`src/rtl/mem_arbiter.sv`:
```
// Main-memory port arbiter for the write buffer, D-cache refill and I-cache refill.
// Fixed priority with an aging override for refills and a per-transfer watchdog.
module mem_arbiter #(
    parameter int AW      = 27,
    parameter int MAXWAIT = 8,
    parameter int TIMEOUT = 255
) (
    input  logic          ph1,
    input  logic          reset,
    input  logic          swc,
    input  logic          wbreq,
    input  logic [AW-1:0] wbadr,
    input  logic [31:0]   wbdata,
    input  logic [3:0]    wbbyteen,
    output logic          wbdone,
    input  logic          dreq,
    input  logic [AW-1:0] dadr,
    output logic          ddone,
    input  logic          ireq,
    input  logic [AW-1:0] iadr,
    output logic          idone,
    output logic [31:0]   readdata,
    output logic          err,
    output logic [AW-1:0] memadr,
    output logic [31:0]   memwdata,
    output logic [3:0]    membyteen,
    output logic          memrwb,
    output logic          memen,
    input  logic [31:0]   memrdata,
    input  logic          memdone
);

    typedef enum logic [1:0] {
        IDLE = 2'b00,
        GWB  = 2'b01,
        GD   = 2'b10,
        GI   = 2'b11
    } state_t;

    localparam logic [3:0] MAXW = 4'(MAXWAIT);
    localparam logic [7:0] TMAX = 8'(TIMEOUT);

    state_t     r_state;
    state_t     w_next;
    logic [3:0] r_dWait;
    logic [3:0] r_iWait;
    logic [7:0] r_tcnt;

    logic   w_dAged;
    logic   w_iAged;
    logic   w_prefReq;
    logic   w_othReq;
    logic   w_prefAged;
    logic   w_othAged;
    state_t w_prefGrant;
    state_t w_othGrant;
    logic   w_busy;
    logic   w_timeout;
    logic   w_finish;

    assign w_dAged     = dreq && (r_dWait == MAXW);
    assign w_iAged     = ireq && (r_iWait == MAXW);
    assign w_prefReq   = swc ? ireq : dreq;
    assign w_othReq    = swc ? dreq : ireq;
    assign w_prefAged  = swc ? w_iAged : w_dAged;
    assign w_othAged   = swc ? w_dAged : w_iAged;
    assign w_prefGrant = swc ? GI : GD;
    assign w_othGrant  = swc ? GD : GI;

    assign w_busy    = (r_state != IDLE);
    assign w_timeout = w_busy && !memdone && (r_tcnt == TMAX);
    assign w_finish  = w_busy && (memdone || w_timeout);

    always_ff @(posedge ph1 or negedge reset) begin
        if (!reset) begin
            r_state <= IDLE;
        end else begin
            r_state <= w_next;
        end
    end

    // Grants are decided only from IDLE; every transfer returns to IDLE for at least one cycle.
    always_comb begin
        w_next = r_state;
        if (r_state == IDLE) begin
            if (w_prefAged) begin
                w_next = w_prefGrant;
            end else if (w_othAged) begin
                w_next = w_othGrant;
            end else if (wbreq) begin
                w_next = GWB;
            end else if (w_prefReq) begin
                w_next = w_prefGrant;
            end else if (w_othReq) begin
                w_next = w_othGrant;
            end
        end else if (w_finish) begin
            w_next = IDLE;
        end
    end

    always_comb begin
        memadr    = '0;
        memwdata  = '0;
        membyteen = 4'b0000;
        memrwb    = 1'b1;
        wbdone    = 1'b0;
        ddone     = 1'b0;
        idone     = 1'b0;
        case (r_state)
            GWB: begin
                memadr    = wbadr;
                memwdata  = wbdata;
                membyteen = wbbyteen;
                memrwb    = 1'b0;
                wbdone    = w_finish;
            end
            GD: begin
                memadr    = dadr;
                membyteen = 4'b1111;
                ddone     = w_finish;
            end
            GI: begin
                memadr    = iadr;
                membyteen = 4'b1111;
                idone     = w_finish;
            end
            default: ;
        endcase
    end

    assign memen    = w_busy;
    assign err      = w_timeout;
    assign readdata = memrdata;

    // A waiting refill ages while another requester holds the port; it holds at zero while served.
    always_ff @(posedge ph1 or negedge reset) begin
        if (!reset) begin
            r_dWait <= 4'd0;
            r_iWait <= 4'd0;
        end else begin
            if (!dreq || (r_state == IDLE && w_next == GD)) begin
                r_dWait <= 4'd0;
            end else if (r_state != GD && r_dWait != MAXW) begin
                r_dWait <= r_dWait + 4'd1;
            end
            if (!ireq || (r_state == IDLE && w_next == GI)) begin
                r_iWait <= 4'd0;
            end else if (r_state != GI && r_iWait != MAXW) begin
                r_iWait <= r_iWait + 4'd1;
            end
        end
    end

    always_ff @(posedge ph1 or negedge reset) begin
        if (!reset) begin
            r_tcnt <= 8'd0;
        end else if (r_state == IDLE || w_finish) begin
            r_tcnt <= 8'd0;
        end else if (!memdone) begin
            r_tcnt <= r_tcnt + 8'd1;
        end
    end

endmodule

```
`config.mk`:
```
export PLATFORM = sky130hd
export DESIGN_NAME = mem_arbiter
export DESIGN_NICKNAME = d
export VERILOG_FILES = /design/src/rtl/mem_arbiter.sv
export SDC_FILE = /design/constraint.sdc
export NUM_CORES = 1
export LEC_CHECK = 0
export ABC_AREA = 1
export BUFFER_PORTS_ARGS = -buffer_cell sky130_fd_sc_hd__buf_2
export CORE_AREA = 2 2 98 100
export DETAILED_ROUTE_END_ITERATION = 7
export DIE_AREA = 0 0 100 102
export PLACE_DENSITY = 0.72
export SETUP_SLACK_MARGIN = 0.15
export SLEW_MARGIN = 40
export SYNTH_ARGS = -nofsm -noshare
export SYNTH_HDL_FRONTEND = slang
export SYNTH_SLANG_ARGS = --single-unit
export TNS_END_PERCENT = 1
```
`constraint.sdc`:
```
create_clock -name ph1 -period 4.8 [get_ports ph1]
set_clock_uncertainty 0.15 [all_clocks]
set_input_delay 0.48 -clock ph1 [delete_from_list [all_inputs] [get_ports ph1]]
set_output_delay 0.48 -clock ph1 [all_outputs]
set_load 0.05 [all_outputs]
```
# Word-level counts from Yosys, hierarchy flattened
# Index checks and enable logic that the tools add are counted.
[word_totals]
reg_bits = 18
latch_bits = 0
ramBits = 0
rom_bits = 0
input_bits = 156
output_inout_bits = 101
word_cells = 67
memories = 0
[op_classes]
addsub = 3
multipliers = 0
div = 0
magnitude_cmp = 0
n_eq_ne = 13
shift = 0
n_mux = 26
bitwise_logic = 0
reduce_logical = 21
[ops]
columns = ["op", "count"]
rows = [
  ["27-bit case mux with 3 select lines", 1],
  ["32-bit 2-to-1 mux", 1],
  ["4-bit 2-to-1 mux", 4],
  ["8-bit 2-to-1 mux", 2],
  ["2-bit 2-to-1 mux", 7],
  ["1-bit 2-to-1 mux", 10],
  ["1-bit logical AND", 9],
  ["4-bit by 1-bit adder with 4-bit output, second input constant", 2],
  ["8-bit by 1-bit adder with 8-bit output, second input constant", 1],
  ["2-bit == test, second input constant", 4],
  ["4-bit == test, second input constant", 2],
  ["8-bit == test, second input constant", 1],
  ["4-bit != test, second input constant", 2],
  ["4-bit case mux with 2 select lines", 1],
  ["2-bit nonzero test", 3],
  ["1-bit logical OR", 4],
  ["2-bit != test, second input constant", 2],
  ["1-bit logical NOT", 3],
  ["2-bit by 1-bit == test with 1-bit output, second input constant", 1],
  ["2-bit logical NOT", 1],
  ["2-bit by 1-bit != test with 1-bit output, second input constant", 1],
  ["2-bit OR reduction", 1],
]

# Logic depth before layout (Yosys ltp)
# Gate-level depths: netlist of the first run.
[depth]
ltp_word = 11
mapped_depth = 11
mapped_depth_nobuf = 11

# Worst setup path before layout of the first run
# OpenSTA, ideal clock, no wires.
[synth_timing]
path_kind = "flip-flop to output port"
startpoint = "register r_state[1]"
endpoint = "output port ddone"
t_arrival_ps = 2134
required_time_ps = 4170
slack_ps = 2036
stages_incl_launch_ff = 6
path_buffers = 1
cell_sequence = "dfrtp_1 -> buf_6 -> nor2_8 -> inv_1 -> nand2_1 -> nor3_1"
[synth_via]
elab_chain_cells = 6
word_cells_on_any_way = 7
cone_classes = "1 x eq/ne; 1 x mux; 5 x reduce/logical"
[synth_lines]
columns = ["item", "line", "rtl"]
rows = [
  ["start, declared", "43", "state_t r_state;"],
  ["start signal, assigned", "78", "r_state <= w_next;"],
  ["2-bit nonzero test (*)", "70", "assign w_busy = (r_state != IDLE);"],
  ["named net memen", "28", "output logic memen,"],
  ["1-bit logical AND (2 in a row)", "71", "assign w_timeout = w_busy && !memdone && (r_tcnt == TMAX);"],
  ["1-bit logical OR", "72", "assign w_finish = w_busy && (memdone || w_timeout);"],
  ["1-bit logical AND (*)", "72", ""],
  ["1-bit 2-to-1 mux (*)", "110", "case (r_state)"],
  ["end, declared", "18", "output logic ddone,"],
]
# Mark *: on every way through the listed nets, which the timed path passes. The rest lies on a longest branch.

# Final worst setup path of the first run
[layout_timing]
startpoint = "register r_state[1]"
endpoint = "output port memwdata[15]"
[layout_via]
elab_chain_cells = 2
[layout_lines]
columns = ["item", "line", "rtl"]
rows = [
  ["2-bit by 1-bit == test with 1-bit output", "110", ""],
  ["32-bit 2-to-1 mux", "110", ""],
  ["end, declared", "25", "output logic [31:0] memwdata,"],
]
# Every way passes these cells.

==> metrics.txt, run 1 <==
Synth Instances 363; storage element area roughly 450 um^2; final period utilization a little under three fifths; post-DR vias/cell between 4 and 5; n_diodes 0; worst hold margin -0.00252 ns; sequential area share after synthesis about a fifth; row count 35; syn avg cell area 6.08 um^2; Horiz. Die Dim 100 um; status finished with violations; gpl congestion between 0.8 and 0.9; pin count of the biggest net entering global routing 35; pre-CTS WS 2.41 ns; DRC Markers 0; Clock Power Share under 10%; IO Count ~260; final antenna-violating net count 0; Synth area leaders dfrtp_1 (20%), nand2_1 (14%), nand3_1 (14%); combinational share of power between 80% and 90%; total gr overflow 0; Worst-Skew Late Latency 0.25 ns; final setup violation count 0; Net count, final 675; final worst path period need 2.64 ns; P per Cell Area between 700 and 800 mW/mm^2; first-pass GRT wire length between 10000 and 15000 um; H-tree depth 1; crit path capture type primary output; Power, Total 0.00214 W; Resize count post-CTS 0; setup bufs post-CTS 0; LEAKAGE 1.88 nW; most frequent cells in the layout buf_2 (192), nand2_1 (79), nand3_1 (60); Routed WL per cell between 10 and 15 um; CTS tree yes; commonest non-fill, non-tap cell in the layout buf_2; fillers 1042; Core Area roughly 0.0091 mm^2; HPWL after DPL roughly 7000 um; sw frac 70.7%; syn_nets 524; CTS Buf Count 3; First-pass DRT Iterations 4; area occupied by multi-input gates approximately 0.0012 mm^2; Worst VDD drop 0.246 mV; Tot GR Track Use 14.1%; share of layout cells above drive strength 1 around two fifths; initial core utilization 24.2%; initial antenna violation count 0; total routed wirelength between 8000 and 9000 um; Final Worst Setup Slack 2.16 ns; vias 2628; WS Path Type reg2out; slew margin rel. 61.5%; Final Hold Vio Count 12; Ys Warns 0; clk root buf clkbuf_8; Pins Over Slew Limit 0; P&R area growth vs syn 37.3%; Yosys top cell by area dfrtp_1; total negative setup slack 0 ns; die height 102 um; unrepaired setup endpoints after global routing false; 1st-iter DRT viols 59; NetSw 0.00151 W; sequential fraction of design power between 10% and 20%; critical path launch point r_state[1]$_DFF_PN0_; f_max 378 MHz; vias in the first global route around 2300; area share of the largest cell type after synthesis 20.4%; Clock transition at path regs 0.07 ns; Worst EP arrival 2.01 ns; Worst Path Max Fanout 34; Max Cap Viol 0; Worst-Margin Slew 0.575 ns; port bufs 192; synthesized area 0.00221 mm^2; WP data required between 4 and 5 ns; Hold-fix buffers, CTS 0; worst reg2reg startpoint r_state[0]$_DFF_PN0_; startpoint class of the critical path flop; unique cell type count in the Yosys netlist 25; flops & latches, synth 18; Hold/Removal Path Class in2async; violated checks hold timing; CTS Buffer Depth 2; Die ar. 0.0102 mm^2; Int Pwr 0.000627 W; Finished Core Util 33.2%; clk sinks 18
[per-stage QoR]
step                      hold slack [ns]  instances  cell area [um^2]
after floorplan                    0.0344        363              2210
after global placement              0.286        620              2980
after detailed placement            0.289        620              2990
after CTS                          0.0120        623              3030
after global routing               0.0234        623              3030
final                            -0.00252        623              3030
[Yosys cell counts]
cell and count:
a21oi_1 2, a31oi_4 1, buf_1 1, buf_2 11, buf_4 33, buf_6 2, dfrtp_1 18, ha_1 5
inv_1 53, inv_4 1, inv_6 1, nand2_1 80, nand2_2 4, nand2_4 1, nand3_1 60, nand3_2 3
nand4_1 4, nor2_1 59, nor2_2 2, nor2_4 2, nor2_8 2, nor3_1 3, nor3b_1 4, o21ai_0 3
xor2_1 8
[kinds of logic (layout without fill, tap and decap cells)]
logic type,after synthesis,after routing,share of synthesized area [%]
XOR/XNOR,8,8,3.18
AND/OR/NAND/NOR,224,224,46.9
flip-flops,18,18,20.4
adder cells (fa/ha/maj),5,5,2.84
buffers and inverters,102,251,24.6
AO/OA/AOI/OAI,6,6,2.10
[metal layers]
layer | part of all wire [%] | GRT usage (%) | up-vias
met5 | 0 | 0 | -
met4 | 1.3 | 4.00 | 0
met3 | 7.4 | 2.94 | 15
met2 | 52 | 26.9 | 111
met1 | 39 | 15.8 | 1117
li1 | - | - | 1385
[final timing paths]
path                            depth (start not counted)                     end  slack [ns]
worst min register to register                          1   r_tcnt[0]$_DFFE_PN0P_        0.31
worst min-delay path                                    1  r_iWait[1]$_DFFE_PN0P_      -0.003
worst max register to register                          6  r_dWait[2]$_DFFE_PN0P_        2.83
worst max-delay path                                    4            memwdata[15]        2.16
max in group asynchronous                               1  r_dWait[1]$_DFFE_PN0P_        4.21
min in group ph1                                        1   r_tcnt[0]$_DFFE_PN0P_        0.31
[state kept, by name (all words and copies together) (netlist names)]
name	cells
r_dWait	4
r_tcnt	8
r_state	2
r_iWait	4
[power groups by stage]
stage,Combinational [W],Sequential [W],Clock (W)
6_report,0.00180,0.000233,0.000106
5_1_grt,0.00192,0.000240,0.000117
4_1_cts,0.00181,0.000233,0.000110
3_5_place_dp,0.00181,0.000236,0
3_3_place_gp,0.00180,0.000234,0
2_1_floorplan,0.00155,0.000202,0
[layout make-up]
| class | count | area share, % |
|---|---|---|
| Clock buffer | 3 | 1.36 |
| Timing Repair Buffer | 193 | 32.0 |
| Sequential cell | 18 | 14.9 |
| Multi-Input combinational cell | 243 | 40.1 |
| Inverter | 55 | 7.07 |
| Tap cell | 111 | 4.59 |
[worst max-delay path: stages, from the launching register on]
cell	delay, ns
dfrtp_1	0.57
inv_6	0.30
nand2_2	0.38
nor2_1	0.21
buf_2	0.29
(Power assumes the default switching activity.)
==> run 2, diff against run 1 <==
--- a/config.mk
+++ b/config.mk
@@ -10,7 +10,7 @@
 export CORE_AREA = 2 2 98 100
 export DETAILED_ROUTE_END_ITERATION = 7
 export DIE_AREA = 0 0 100 102
-export PLACE_DENSITY = 0.72
+export PLACE_DENSITY = 0.74
 export SETUP_SLACK_MARGIN = 0.15
 export SLEW_MARGIN = 40
 export SYNTH_ARGS = -nofsm -noshare
==> constraint.sdc (replaced) <==
create_clock -name ph1 -period 2.34 [get_ports ph1]
set_clock_uncertainty 0.15 [all_clocks]
set_input_delay 0.234 -clock ph1 [delete_from_list [all_inputs] [get_ports ph1]]
set_output_delay 0.234 -clock ph1 [all_outputs]
set_load 0.05 [all_outputs]
==> run 2 against run 1 <==
Compared with the run above: the flow now finishes without violations; count of clock-buffer cells in the layout rose by 1; total power is 120% higher; wire length grew 9.1%; critical endpoint is now memadr[20]; highest routed layer unchanged.
==> metrics.txt, run 2 (synthesis results as in run 1) <==
Largest regs r_tcnt x8, r_dWait x4, r_iWait x4; CTS Buffer Depth 2 (unchanged); DRC Markers 0 (unchanged); CTS tree yes; port bufs 192 (unchanged); final antenna-violating net count 0 (unchanged); Hold/Removal Path Class in2reg; pin count of the biggest net entering global routing 35 (unchanged); initial core utilization 24.2% (unchanged); final worst path period need 2.09 ns; status finished, final reports clean; Horiz. Die Dim 100 um (unchanged); Pins Over Slew Limit 0 (unchanged); Worst-Margin Slew 0.432 ns (-0.143 ns); Worst EP arrival 1.71 ns (-0.30 ns); commonest non-fill, non-tap cell in the layout buf_2; die height 102 um (unchanged); Core Area 0.00911 mm^2 (unchanged); Worst-Skew Late Latency 0.26 ns (about the same); total negative setup slack 0 ns (unchanged); CTS Buf Count 3 (unchanged); Routed WL per cell 14.1 um (+7.5%); final period utilization 89.4%; row count 35 (unchanged); vias 2719 (+3.5%); Post-Layout Cell Count 632 (+1.4%); clk sinks 18 (unchanged); Met1 Wirelength 3450 um (+8.6%); WP data required 1.96 ns (-2.21 ns); total gr overflow 0 (unchanged); n_diodes 0 (unchanged); Largest register FFs 8 (unchanged); H-tree depth 1 (unchanged); IO Count 257 (unchanged); Net count, final 683 (+1.2%); slew margin rel. 71.2% (+9.7 points); total routed wirelength 8910 um (+9.1%); Clock transition at path regs 0.07 ns (about the same); pre-CTS WS 0.296 ns (-2.11 ns); most frequent cells in the layout buf_2 (189), nand2_1 (79), nand3_1 (60); startpoint class of the critical path flop; number of placed instances, taps included 624 (+0.65%); fillers 1017 (-2.4%); Final Hold Vio Count 0 (-12); Die ar. 0.0102 mm^2 (unchanged); Final Worst Setup Slack 0.249 ns (-1.91 ns); share of layout cells above drive strength 1 43.6% (+1.8 points); WL met3 732 um (+21%); P&R area growth vs syn 42.8%; Tot GR Track Use 15.2% (+1.1 points); unrepaired setup endpoints after global routing true; DR top layer met4; Worst VDD drop 0.568 mV (+130%); LEAKAGE 1.93 nW (+2.4%); storage element area 455 um^2 (+1.1%); Top reg by flops r_tcnt; post-DR vias/cell 4.30 (+2.0%); initial antenna violation count 0 (unchanged); met2 WL post-DR 4650 um (+8.6%); f_max approximately 480 MHz; area occupied by multi-input gates 0.00124 mm^2 (+1.8%); Worst Path Max Fanout 28 (-18%); WS Path Type reg2out; first-pass GRT wire length 12200 um (+6.4%); clk root buf clkbuf_8; HPWL after DPL 7300 um (+6.0%); final setup violation count 0 (unchanged); crit path capture type primary output; First-pass DRT Iterations 4 (unchanged); vias in the first global route 2370 (+1.5%); P per Cell Area 1460 mW/mm^2 (+110%); Max Cap Viol 0 (unchanged); 1st-iter DRT viols 103 (+75%); gpl congestion 0.819 (about the same); Finished Core Util 34.6% (+1.3 points)
-- run 2: cell count changes in the layout (fill, tap and decap cells not counted), sizes merged --
cell / change
buf: +5
clkbuf: +2
dlygate4sd3: +1
nor2: +1
-- run 2: area by class of cell --
type                            instances  share of cell area [%]
Sequential cell                        18                    14.5
Multi-Input combinational cell        244                    39.2
Inverter                               55                    6.79
Tap cell                              111                    4.41
Clock buffer                            4                    1.75
Timing Repair Buffer                  200                    33.4
-- run 2: layer usage --
layer | global-route usage, % | up-vias
li1 | - | 1398
met3 | 2.80 | 9
met2 | 27.0 | 136
met4 | 3.37 | 0
met1 | 19.2 | 1176
met5 | 0 | -
-- run 2: timing repair --
action | in CTS | in global routing
pin swaps | 0 | 3
cloned | 0 | 1
gates resized for setup | 3 | 9
endpoints found under the setup margin | 31 | 27
setup buffers | 0 | 2
hold endpoints to repair | 18 | 0
hold buffers | 1 | 0
-- run 2: stage by stage --
stage / cell area [um^2] / hold slack (ns) / power (W)
global placement: 3020 / 0.0386 / 0.00425
global route: 3150 / 0.150 / 0.00489
CTS: 3090 / 0.138 / 0.00454
detailed placement: 3020 / 0.0456 / 0.00426
floorplan: 2210 / -0.212 / 0.00360
finish: 3150 / 0.144 / 0.00461
-- run 2: path summary, 6_finish.rpt --
kind                                       startpoint                endpoint  slack [ns]  depth (start not counted)
worst max-delay path             r_state[0]$_DFF_PN0_              memadr[20]        0.25                          5
worst min-delay path                             ireq  r_iWait[3]$_DFFE_PN0P_        0.14                          3
worst max register to register   r_state[1]$_DFF_PN0_  r_dWait[3]$_DFFE_PN0P_        0.55                          8
worst min register to register  r_tcnt[0]$_DFFE_PN0P_   r_tcnt[0]$_DFFE_PN0P_        0.31                          1
max in group asynchronous                       reset    r_state[0]$_DFF_PN0_        1.42                          2
min in group asynchronous                       reset  r_dWait[3]$_DFFE_PN0P_        0.29                          2
-- run 2: worst max-delay path, stage by stage, from the launching register on --
cell     delay (ns)
dfrtp_4        0.56
nand2_4        0.09
inv_4          0.27
nand2_1        0.09
nand3_1        0.14
buf_2          0.28
-- run 2: power breakdown --
| group | switching [W] | internal (W) |
|---|---|---|
| registers | 0.000123 | 0.000383 |
| clock network | 0.000113 | 0.000150 |
| logic | 0.00296 | 0.000887 |
| total | 0.00319 | 0.00142 |
